<file path="config.mk">
export PLATFORM = sky130hd
export DESIGN_NAME = fetch_unit
export DESIGN_NICKNAME = d
export VERILOG_FILES = /design/src/rtl/mips_pkg.sv /design/src/rtl/next_pc_calc.sv /design/src/rtl/fetch_unit.sv
export SDC_FILE = /design/constraint.sdc
export NUM_CORES = 1
export LEC_CHECK = 0
export CORE_MARGIN = 4
export CORE_UTILIZATION = 51
export CTS_BUF_LIST = sky130_fd_sc_hd__clkbuf_4 sky130_fd_sc_hd__clkbuf_8 sky130_fd_sc_hd__clkbuf_16
export DETAILED_ROUTE_END_ITERATION = 16
export PLACE_DENSITY = 0.87
export SLEW_MARGIN = 20
export SYNTH_ARGS = -nofsm -noshare
export SYNTH_HDL_FRONTEND = slang
export SYNTH_SLANG_ARGS = --single-unit
</file>
<file path="constraint.sdc">
create_clock -name CLK -period 5.3 [get_ports CLK]
set_input_delay 1.59 -clock CLK [delete_from_list [all_inputs] [get_ports CLK]]
set_output_delay 1.59 -clock CLK [all_outputs]
set_load 0.01 [all_outputs]
</file>
<file path="src/rtl/mips_pkg.sv">
// Shared definitions for the fetch stage: FSM encoding, field widths and
// the default reset vector.
package mips_pkg;

    localparam int XLEN  = 32;
    localparam int IMM_W = 16;
    localparam int IDX_W = 26;

    localparam logic [XLEN-1:0] RESET_PC_DEF = 32'h0000_0000;

    typedef enum logic {
        ST_FETCH = 1'b0,
        ST_HOLD  = 1'b1
    } state_e;

endpackage

</file>
<file path="src/rtl/next_pc_calc.sv">
// Combinational next-PC selection: jump, taken conditional branch, or
// sequential pc+4.
module next_pc_calc
    import mips_pkg::*;
(
    input  logic [XLEN-1:0]  pc,
    input  logic             branch,
    input  logic             zero,
    input  logic             jump,
    input  logic [IMM_W-1:0] imm16,
    input  logic [IDX_W-1:0] instr_index,
    output logic [XLEN-1:0]  next_pc
);

    logic [XLEN-1:0] pc_plus4;
    logic [XLEN-1:0] br_off;
    logic [XLEN-1:0] jmp_tgt;

    assign pc_plus4 = pc + 32'd4;
    assign br_off   = {{(XLEN-IMM_W-2){imm16[IMM_W-1]}}, imm16, 2'b00};
    // Jump region comes from the incremented pc, so a wrap past 2^32 lands in segment 0.
    assign jmp_tgt  = {pc_plus4[XLEN-1:XLEN-4], instr_index, 2'b00};

    always_comb begin
        next_pc = pc_plus4;
        if (jump)
            next_pc = jmp_tgt;
        else if (branch && zero)
            next_pc = pc_plus4 + br_off;
    end

endmodule

</file>
<file path="src/rtl/fetch_unit.sv">
// Instruction fetch stage: FETCH/HOLD handshake with instruction memory and
// execute. Optional fetch timeout is enabled by defining FETCH_TIMEOUT_EN.
module fetch_unit
    import mips_pkg::*;
#(
    parameter logic [XLEN-1:0] RESET_PC       = RESET_PC_DEF,
    parameter int              TIMEOUT_CYCLES = 16
) (
    input  logic             CLK,
    input  logic             RST_N,
    input  logic             branch,
    input  logic             jump,
    input  logic             zero,
    input  logic [IMM_W-1:0] imm16,
    input  logic [IDX_W-1:0] instr_index,
    input  logic             ex_done,
    input  logic             imem_ack,
    input  logic [XLEN-1:0]  imem_rdata,
    output logic             imem_req,
    output logic [XLEN-1:0]  imem_addr,
    output logic [XLEN-1:0]  pc,
    output logic [XLEN-1:0]  instr,
    output logic             instr_valid,
    output logic             fetch_err
);

    state_e          state_q, state_d;
    logic [XLEN-1:0] pc_q, pc_d;
    logic [XLEN-1:0] instr_q, instr_d;
    logic [XLEN-1:0] next_pc;
    logic            run_q;
    logic            ack_ok;

    // run_q keeps the request low until the first edge after reset release,
    // so an ack left over from an abandoned fetch is never accepted.
    assign ack_ok = imem_ack && run_q;

    next_pc_calc u_next_pc (
        .pc          (pc_q),
        .branch      (branch),
        .zero        (zero),
        .jump        (jump),
        .imm16       (imm16),
        .instr_index (instr_index),
        .next_pc     (next_pc)
    );

    always_ff @(posedge CLK or negedge RST_N) begin
        if (!RST_N) begin
            state_q <= ST_FETCH;
            pc_q    <= RESET_PC;
            instr_q <= '0;
            run_q   <= 1'b0;
        end else begin
            state_q <= state_d;
            pc_q    <= pc_d;
            instr_q <= instr_d;
            run_q   <= 1'b1;
        end
    end

    always_comb begin
        state_d = state_q;
        pc_d    = pc_q;
        instr_d = instr_q;
        case (state_q)
            ST_FETCH: if (ack_ok) begin
                state_d = ST_HOLD;
                instr_d = imem_rdata;
            end
            ST_HOLD: if (ex_done) begin
                state_d = ST_FETCH;
                pc_d    = next_pc;
            end
            default: state_d = ST_FETCH;
        endcase
    end

    always_comb begin
        imem_req    = run_q && (state_q == ST_FETCH);
        instr_valid = (state_q == ST_HOLD);
        imem_addr   = {pc_q[XLEN-1:2], 2'b00};
        pc          = pc_q;
        instr       = instr_q;
    end

`ifdef FETCH_TIMEOUT_EN
    localparam int CNT_W = $clog2(TIMEOUT_CYCLES + 1);

    logic [CNT_W-1:0] cnt_q, cnt_d;
    logic             err_q, err_d;

    // Counts completed request cycles without ack; outside FETCH it sits at 0,
    // which also gives the clear on entry to FETCH.
    always_comb begin
        cnt_d = '0;
        err_d = 1'b0;
        if (imem_req && !imem_ack) begin
            if (cnt_q == CNT_W'(TIMEOUT_CYCLES - 1))
                err_d = 1'b1;
            else
                cnt_d = cnt_q + 1'b1;
        end
    end

    always_ff @(posedge CLK or negedge RST_N) begin
        if (!RST_N) begin
            cnt_q <= '0;
            err_q <= 1'b0;
        end else begin
            cnt_q <= cnt_d;
            err_q <= err_d;
        end
    end

    assign fetch_err = err_q;
`else
    logic unused_timeout;
    assign unused_timeout = (TIMEOUT_CYCLES != 0);
    assign fetch_err      = 1'b0;
`endif

endmodule

</file>
# After elaboration in Yosys (flattened, before gate mapping)
# Cells that the tools add are included.
totals:
  rom_bits: 0
  mem_bits_rw: 0
  input_bits: 81
  reg_bits: 66
  latchBits: 0
  n_memories: 0
op_classes:
  n_div: 0
  mul: 0
  n_addsub: 2
  n_lt_le_gt_ge: 0
  shifts: 0
  muxes: 5
  bitwise: 1
  eq_ne: 0
  reduce_logical: 5
ops:
  columns: ["operator", "n"]
  rows:
  - ["$mux W32", 2]
  - ["$add A32 B3 Y32 const B", 1]
  - ["$add A32 B32 Y32", 1]
  - ["$reduce_and A2 Y1", 2]
  - ["$logic_and A1 B1 Y1", 3]
  - ["$mux W1", 2]
  - ["$pmux W1 S2", 1]
  - ["$not A1 Y1", 1]

# Logic depth before layout (Yosys ltp)
# Gate-level depths: netlist of run 1.
logic_depth:
  ltp_word: 4
  depth_mapped: 15

# Modules after synthesis
# Synthesis of run 1 repeated with hierarchy kept, for this count alone.
hier_totals:
  cells_unflattened: 576
  hier_area_um2: 5425.2
by_module_without_submodules:
  columns: ["module", "instances", "cells_per_inst", "area_each_um2"]
  rows:
  - ["fetch_unit", 1, 176, 2736.4]
  - ["next_pc_calc", 1, 400, 2688.8]

# Worst setup path before layout of run 1
# No wires, ideal clock.
synth_path:
  path_kind: "input -> register"
  startpoint: "in imm16[0]"
  endpoint: "reg pc_q[30], in the netlist pc[30]"
  n_path_buf: 0
  required_time_ps: 5226
  arrival_time_ps: 3588
  setup_slack_ps: 1637
  path_stages: 10
  path_cell_list: "ha_1 -> fa_1 -> a21oi_1 -> o21ai_2 -> a211oi_2 -> or3b_4 -> a311oi_2 -> a21oi_2 -> mux2_4 -> o21ai_2"
synth_between:
  elab_chain_len: 3
synth_rtl:
  columns: ["element", "line_no", "rtl"]
  rows:
  - ["start: declaration", "fetch_unit.sv:14", "input logic [IMM_W-1:0] imm16,"]
  - ["$add A32 B32 Y32", "next_pc_calc.sv:29", "next_pc = pc_plus4 + br_off;"]
  - ["$mux W32", "next_pc_calc.sv:28", "else if (branch && zero)"]
  - ["$mux W32", "next_pc_calc.sv:26", "if (jump)"]
  - ["end signal: assignment", "fetch_unit.sv:56", "pc_q <= pc_d;"]
  - ["end: declaration", "fetch_unit.sv:28", "logic [XLEN-1:0] pc_q, pc_d;"]
# No other way between the ends.
# A chain may end at the register's enable or synchronous reset.

# Worst setup path after layout of run 1
layout_path:
  startpoint: "in imm16[15]"
  endpoint: "reg pc_q[31], in the netlist pc[31]"
# Same word-level chain as after synthesis.

==> results.sh, run 1 <==
export IMPL_timing_fmax_mhz=232.6
export IMPL_timing_worst_setup_path_type="input pin to flip-flop"
export IMPL_ctsResizeCount=0
export IMPL_final_fill_count=814
export IMPL_hold_class="flip-flop to flip-flop"
export IMPL_critPathLaunchType="input pin"
export IMPL_worst_setup_path_end_kind="flip-flop"
export IMPL_clk_path_buf_depth=2
export IMPL_wl_met3_um=1494
export IMPL_start_util_pct=52.93
export IMPL_areaGrowthSynthToFinish_pct=32.44
export IMPL_power_density_nw_per_um2=429.0
export IMPL_numCtsBuffers=9
export IMPL_cp_data_arrival_time_ns=4.58
export IMPL_die_width_um=112.2
export IMPL_synth_compound_area_share_pct=21.22
export IMPL_synthAdderAreaFrac_pct=8.721
export IMPL_drcViolationCount=0
export IMPL_final_util_pct=70.10
export IMPL_simple_gate_share_of_the_synthesized_area_pct=17.69
export IMPL_total_length_of_routed_met2_wires_um=9480
export IMPL_critical_path_fanout_max=22
export IMPL_drtIter0Drc=477
export IMPL_grt_ovfl_total=0
export IMPL_worstSkewPairLatency_ns=0.36
export IMPL_drt_total_wl_um=19250
export IMPL_synth_main_ff_cell="sky130_fd_sc_hd__dfrtp_1"
export IMPL_antenna_viol_nets_final=0
export IMPL_synth_xor_xnor_area_share_pct=7.750
export IMPL_coreArea_sq_um=10460
export IMPL_time_the_final_worst_path_needs_with_i_o_delays_and_setup_ns=4.300
export IMPL_first_pass_iters=7
export IMPL_global_route_wire_length_before_repair_um=29590
export IMPL_synthDistinctLibCells=66
export IMPL_vias=5524
export IMPL_dominant_combinational_cell_family_by_area_after_synthesis="compound AO/OA/AOI/OAI gates"
export IMPL_run_status="completed"
export IMPL_synth_cell_area_sq_um=5538
export IMPL_detail_route_vias_per_cell=6.004
export IMPL_final_hold_viol_count=0
export IMPL_slew_violations=0
export IMPL_htreeDepth=3
export IMPL_initial_antenna_violation_count=0
export IMPL_finalWeightedCongestion=0.9475
export IMPL_finalNetCount=898
export IMPL_sum_of_negative_setup_slack_ns=0
export IMPL_slew_headroom_pct=36.88
export IMPL_ys_async_sr_fraction_pct=100.0
export IMPL_clk_pin_slew_ns=0.08
export IMPL_dieHeight_um=112.2
export IMPL_post_synth_mux_area_share_pct=7.682
export IMPL_final_seq_area_sq_um=1602
export IMPL_drv_max_cap_violation_count=0
export IMPL_grt_usage_pct=29.50
export IMPL_number_of_enable_type_register_cells_in_the_synthesized_netlist=0
export IMPL_grt_max_degree=41
export IMPL_yosys_register_bits=64
export IMPL_place_detailed_hpwl_um=14940
export IMPL_seq_area_frac_synth_pct=28.92
export IMPL_timing_final_setup_violations=0
export IMPL_floorplan_io_pins=180
export IMPL_clk_root_buffer_cell="sky130_fd_sc_hd__clkbuf_8"
export IMPL_tritoncts_num_sinks=64
export IMPL_timing_critical_path_required_ns=5.58
export IMPL_rows=37
export IMPL_multi_input_comb_area_sq_um=3517
export IMPL_final_min_period_over_clock_period_pct=81.13
export IMPL_proportion_of_layout_cells_with_a_drive_suffix_above_1_pct=10.46
export IMPL_design_die_area_sq_um=12590
export IMPL_io_buffer_count=174
export IMPL_wl_per_cell_um=20.92
export IMPL_cts_tree="done"
export IMPL_holdBufCountCts=0
export IMPL_power_ir_vdd_worst_uv=192.0
export IMPL_postCtsSetupRepairBufs=0
export IMPL_syn_inst=641
export IMPL_synth_yosys_warnings=0
export IMPL_skew_ns=0.009491
export IMPL_grt_pass1_vias=5420
export IMPL_antenna_cells_inserted=0
export IMPL_avgSynthCellArea_sq_um=8.639
export IMPL_dr_max_layer_used="met4"
export IMPL_met1Wirelength_um=7631
export IMPL_rsz_0062_raised_after_global_routing="no"
export IMPL_static_leakage_power_nw=3.048
export IMPL_timing_worst_slew_pin_value_ns=0.9468
[worst max-delay path: stages]
cell and delay [ns]:
sky130_fd_sc_hd__clkdlybuf4s50_1 0.39, sky130_fd_sc_hd__buf_4 0.22, sky130_fd_sc_hd__ha_1 0.47, sky130_fd_sc_hd__and4_4 0.28, sky130_fd_sc_hd__nor4b_2 0.44, sky130_fd_sc_hd__nand2_1 0.13
sky130_fd_sc_hd__o21ai_0 0.38, sky130_fd_sc_hd__o21ai_0 0.14, sky130_fd_sc_hd__nand3_1 0.12, sky130_fd_sc_hd__mux2i_1 0.25, sky130_fd_sc_hd__xnor2_1 0.15
[cell type report]
cell class / count / area share (%)
clock buffers: 10 / 1.876
clock inverters: 6 / 0.5971
inverters: 16 / 0.8188
flip-flops and latches: 64 / 21.84
well taps: 136 / 2.320
repair buffers: 183 / 24.60
multi-input cells: 505 / 47.95
[path summary, 6_finish.rpt]
path,start,end,slack (ns),cells past startpoint
worst max-delay path,imm16[15],pc[31],1.00,11
worst max register to register,pc[4],pc[31],1.02,14
worst min register to register,instr[11],instr[11],0.51,1
max in group asynchronous,RST_N,instr[4],2.97,2
worst min-delay path,instr[11],instr[11],0.51,1
min in group asynchronous,RST_N,instr[2],1.39,1
[flip-flops by register name (all words and copies together) (netlist names)]
| name | count |
|---|---|
| instr | 32 |
| pc | 30 |
| instr_valid | 1 |
| run_q | 1 |
[placed cells by master, fill, tap and decap left out, drive strengths merged, types with 7 or more instances in the layout]
cell           synthesis  routed
and3                  10      10
mux2                  33      33
nand3                 20      20
and2                   7       7
buf                   43      10
a21o                  19      19
a21oi                 51      51
dfrtp                 64      64
or3                    7       7
nor3                  15      15
clkdlybuf4s50          0     173
nand4                 12      12
xnor2                 33      33
o21ai                 44      44
a31oi                  9       9
clkbuf                17      10
nor2                  47      47
a211oi                10      10
ha                    37      37
xor2                  16      16
inv                   16      17
nand2                 59      59
o31ai                  7       7
[cells by family after synthesis]
kind of cell | after synthesis
simple gates | 196
compound gates | 178
flops | 64
xor+xnor | 49
buf+inv | 76
mux | 38
fa+ha+maj | 38
other cells | 2
[per-stage QoR]
step                      instance area (sq um)  worst slack, ns  hold WS [ns]  total power, W  std cells
after floorplan                            5553            1.637        0.5272        0.002012        645
after global placement                     7151           0.7500        0.4852        0.002677        904
after detailed placement                   7153           0.7078        0.4915        0.002711        904
after CTS                                  7335            1.069        0.5097        0.003122        920
after global routing                       7335           0.8502        0.5355        0.003327        920
final                                      7335            1.000        0.5098        0.003146        920
[synthesized netlist by cell type, types with 3 or more instances]
cell | number | share of area (%)
sky130_fd_sc_hd__a211oi_1 | 8 | 1.1
sky130_fd_sc_hd__a21o_1 | 18 | 2.4
sky130_fd_sc_hd__a21oi_1 | 46 | 4.2
sky130_fd_sc_hd__a21oi_2 | 5 | 0.79
sky130_fd_sc_hd__a221o_1 | 3 | 0.54
sky130_fd_sc_hd__a31oi_1 | 8 | 0.90
sky130_fd_sc_hd__and2_1 | 7 | 0.79
sky130_fd_sc_hd__and3_1 | 10 | 1.1
sky130_fd_sc_hd__and4_1 | 5 | 0.79
sky130_fd_sc_hd__buf_2 | 4 | 0.36
sky130_fd_sc_hd__buf_4 | 35 | 4.7
sky130_fd_sc_hd__clkbuf_1 | 17 | 1.2
sky130_fd_sc_hd__dfrtp_1 | 64 | 29
sky130_fd_sc_hd__ha_1 | 37 | 8.4
sky130_fd_sc_hd__inv_1 | 16 | 1.1
sky130_fd_sc_hd__mux2_2 | 32 | 6.5
sky130_fd_sc_hd__mux2i_1 | 5 | 0.90
sky130_fd_sc_hd__nand2_1 | 57 | 3.9
sky130_fd_sc_hd__nand3_1 | 20 | 1.8
sky130_fd_sc_hd__nand4_1 | 11 | 1.2
sky130_fd_sc_hd__nor2_1 | 47 | 3.2
sky130_fd_sc_hd__nor2b_1 | 5 | 0.56
sky130_fd_sc_hd__nor3_1 | 13 | 1.2
sky130_fd_sc_hd__o211ai_1 | 5 | 0.68
sky130_fd_sc_hd__o21a_1 | 3 | 0.41
sky130_fd_sc_hd__o21ai_0 | 40 | 3.6
sky130_fd_sc_hd__o21bai_1 | 4 | 0.54
sky130_fd_sc_hd__o22ai_1 | 6 | 0.68
sky130_fd_sc_hd__o31ai_1 | 6 | 0.81
sky130_fd_sc_hd__or3_1 | 7 | 0.79
sky130_fd_sc_hd__xnor2_1 | 33 | 5.2
sky130_fd_sc_hd__xor2_1 | 16 | 2.5
[where the power goes]
group / internal [W] / switching (W) / total, W
combinational: 0.000948 / 0.000969 / 0.00192
sequential: 0.000621 / 0.000202 / 0.000823
clock: 0.000184 / 0.000223 / 0.000407
[metal layers]
layer | track usage (%) | vias to the layer above
li1 | - | 2558
met1 | 36.95 | 2613
met2 | 50.81 | 319
met3 | 4.636 | 34
met4 | 11.86 | 0
met5 | 0 | -
No activity file was read; power rests on OpenSTA's default activity.
==> run 2, diff against run 1 <==
Settings changed: CORE_UTILIZATION 51 to 43, PLACE_DENSITY 0.87 to 0.78.
Clock period 5.3 ns to 3.7 ns, I/O delays scaled along.
==> run 2 against run 1 <==
Worst setup slack worse by 0.93 ns. Register-to-register slack worse by 0.95 ns. Critical path depth is 3 higher. Cell count increased by 14%. Critical path type is now flip-flop to flip-flop. Largest power group unchanged. Highest routed layer unchanged.
==> results.sh, run 2 (synthesis gave the netlist of run 1 again) <==
export IMPL_cts_tree="done"
export IMPL_worstSkewPairLatency_ns=0.32
export IMPL_critical_path_buf_inv_count=0
export IMPL_design_die_area_sq_um=14760
export IMPL_static_leakage_power_nw=3.615
export IMPL_skew_ns=0.006173
export IMPL_htreeDepth=3
export IMPL_first_pass_iters=5
export IMPL_crit_path_max_incr_delay_ns=0.42
export IMPL_clk_pin_slew_ns=0.05
export IMPL_rr_startpoint="pc[11]"
export IMPL_power_density_nw_per_um2=632.4
export IMPL_critPathLaunchType="flip-flop"
export IMPL_rsz_0062_raised_after_global_routing="yes"
export IMPL_critical_path_fanout_max=4
export IMPL_start_util_pct=43.88
export IMPL_clk_path_buf_depth=2
export IMPL_finalWeightedCongestion=0.9442
export IMPL_vias=5915
export IMPL_place_detailed_hpwl_um=16050
export IMPL_dr_max_layer_used="met4"
export IMPL_proportion_of_layout_cells_with_a_drive_suffix_above_1_pct=21.45
export IMPL_areaGrowthSynthToFinish_pct=50.02
export IMPL_worst_setup_path_end_kind="flip-flop"
export IMPL_stdcell_count=1053
export IMPL_timing_fmax_mhz=275.3
export IMPL_antenna_viol_nets_final=0
export IMPL_layout_cells_most_common="sky130_fd_sc_hd__clkdlybuf4s50_1"
export IMPL_slew_headroom_pct=50.15
export IMPL_global_route_wire_length_before_repair_um=30830
export IMPL_multi_input_comb_area_sq_um=3580
export IMPL_final_min_period_over_clock_period_pct=98.19
export IMPL_clk_root_buffer_cell="sky130_fd_sc_hd__clkbuf_16"
export IMPL_tritoncts_num_sinks=64
export IMPL_drtIter0Drc=485
export IMPL_io_buffer_count=174
export IMPL_grt_usage_pct=26.34
export IMPL_die_width_um=121.5
export IMPL_slew_violations=0
export IMPL_run_status="completed"
export IMPL_rows=41
export IMPL_placed_cells_incl_taps=1034
export IMPL_grt_ovfl_total=0
export IMPL_dominant_delay_contributor_by_cell_family_on_the_critical_path="simple AND/OR/NAND/NOR gates"
export IMPL_antenna_cells_inserted=0
export IMPL_wl_per_cell_um=18.95
export IMPL_startpoint_of_the_lowest_slack_hold_path="instr[10]"
export IMPL_dieHeight_um=121.5
export IMPL_total_length_of_routed_met2_wires_um=9290
export IMPL_wl_met3_um=1777
export IMPL_timing_worst_slew_pin_value_ns=0.7460
export IMPL_report_power_total_w=0.005254
export IMPL_slowest_stage="sky130_fd_sc_hd__or4_1"
export IMPL_cell_by_cell_trace_of_the_critical_path="and4_1 -> and3_1 -> nand2_1 -> nor3_2 -> xor2_1 -> ha_1 -> and4_4 -> nor4b_2 -> a211oi_2 -> nand3_1 -> or4_1 -> nand3_1 -> mux2i_1 -> xnor2_1"
export IMPL_largest_register_ff_count=32
export IMPL_timing_final_setup_violations=0
export IMPL_initial_antenna_violation_count=0
export IMPL_hold_class="flip-flop to flip-flop"
export IMPL_grt_max_degree=25
export IMPL_drcViolationCount=0
export IMPL_drv_max_cap_violation_count=0
export IMPL_final_util_pct=65.83
export IMPL_crit_start="pc[11]"
export IMPL_power_ir_vdd_worst_uv=280.6
export IMPL_coreArea_sq_um=12620
export IMPL_drt_total_wl_um=19950
export IMPL_timing_critical_path_required_ns=3.95
export IMPL_detail_route_vias_per_cell=5.617
export IMPL_met1Wirelength_um=8410
export IMPL_final_hold_viol_count=0
export IMPL_cp_data_arrival_time_ns=3.88
export IMPL_grt_pass1_vias=5919
export IMPL_timing_worst_setup_path_type="flip-flop to flip-flop"
export IMPL_final_seq_area_sq_um=1603
export IMPL_final_fill_count=1030
export IMPL_numCtsBuffers=9
export IMPL_critical_path_most_common_cell="sky130_fd_sc_hd__nand3_1"
export IMPL_finalNetCount=995
export IMPL_time_the_final_worst_path_needs_with_i_o_delays_and_setup_ns=3.633
export IMPL_floorplan_io_pins=180
export IMPL_layout_common_cells="173 x sky130_fd_sc_hd__clkdlybuf4s50_1, 104 x sky130_fd_sc_hd__buf_4, 63 x sky130_fd_sc_hd__dfrtp_1"
==> run 2: changes by cell type in the layout (fill, tap and decap cells not counted), sizes merged <==
| cell | before | now |
|---|---|---|
| buf | 10 | 107 |
| bufinv | 0 | 1 |
| clkinv | 4 | 3 |
| clkbuf | 10 | 12 |
| inv | 17 | 16 |
| clkinvlp | 1 | 0 |
==> run 2: timing repair <==
action	CTS	global route
gates resized for setup	0	14
endpoints found under the setup margin	0	7
hold buffers	0	0
setup buffers	0	3
==> run 2: per-stage QoR <==
step	worst slack (ns)	TNS, ns	hold slack, ns	area, sq um
floorplan	0.2407	0	0.5272	5553
global placement	-0.1114	-0.7340	0.4862	7926
detailed placement	-0.1760	-1.392	0.4921	7926
CTS	0.1087	0	0.5034	8219
global route	-0.04600	-0.1234	0.5254	8308
finish	0.06705	0	0.5012	8308
==> run 2: worst reg2reg max path, cell delays in order (launching register included) <==
cell,delay (ns)
sky130_fd_sc_hd__dfrtp_1,0.35
sky130_fd_sc_hd__and4_1,0.24
sky130_fd_sc_hd__and3_1,0.25
sky130_fd_sc_hd__nand2_1,0.23
sky130_fd_sc_hd__nor3_2,0.23
sky130_fd_sc_hd__xor2_1,0.29
sky130_fd_sc_hd__ha_1,0.31
sky130_fd_sc_hd__and4_4,0.20
sky130_fd_sc_hd__nor4b_2,0.18
sky130_fd_sc_hd__a211oi_2,0.26
sky130_fd_sc_hd__nand3_1,0.11
sky130_fd_sc_hd__or4_1,0.42
sky130_fd_sc_hd__nand3_1,0.13
sky130_fd_sc_hd__mux2i_1,0.23
sky130_fd_sc_hd__xnor2_1,0.13
==> run 2: report_power, final <==
group / leakage [nW] / total [W] / switching (W) / internal [W]
Sequential: 0.759 / 0.00107 / 0.000172 / 0.000894
Clock: 0.151 / 0.000826 / 0.000287 / 0.000540
Combinational: 2.71 / 0.00336 / 0.00163 / 0.00173
==> run 2: cell type report <==
class / instances / area share (%)
multi-input combinational: 505 / 43.09
timing repair buffer: 280 / 30.78
sequential: 64 / 19.29
clock buffer: 12 / 2.982
tap: 172 / 2.590
inverter: 16 / 0.7229
clock inverter: 4 / 0.5422
==> run 2: layer usage <==
metal | GRT usage [%] | vias up
met2 | 43.73 | 312
met1 | 35.45 | 2809
li1 | - | 2750
met3 | 3.869 | 44
met5 | 0 | -
met4 | 8.193 | 0
==> run 2: final timing paths <==
kind	end	slack, ns	cells after the start
hold reg to reg	instr[10]	0.50	1
setup / recovery	pc[31]	0.07	14
setup reg to reg	pc[31]	0.07	14
min in group asynchronous	instr[11]	0.72	1
max in group asynchronous	pc[23]	2.28	2
hold / removal	instr[10]	0.50	1
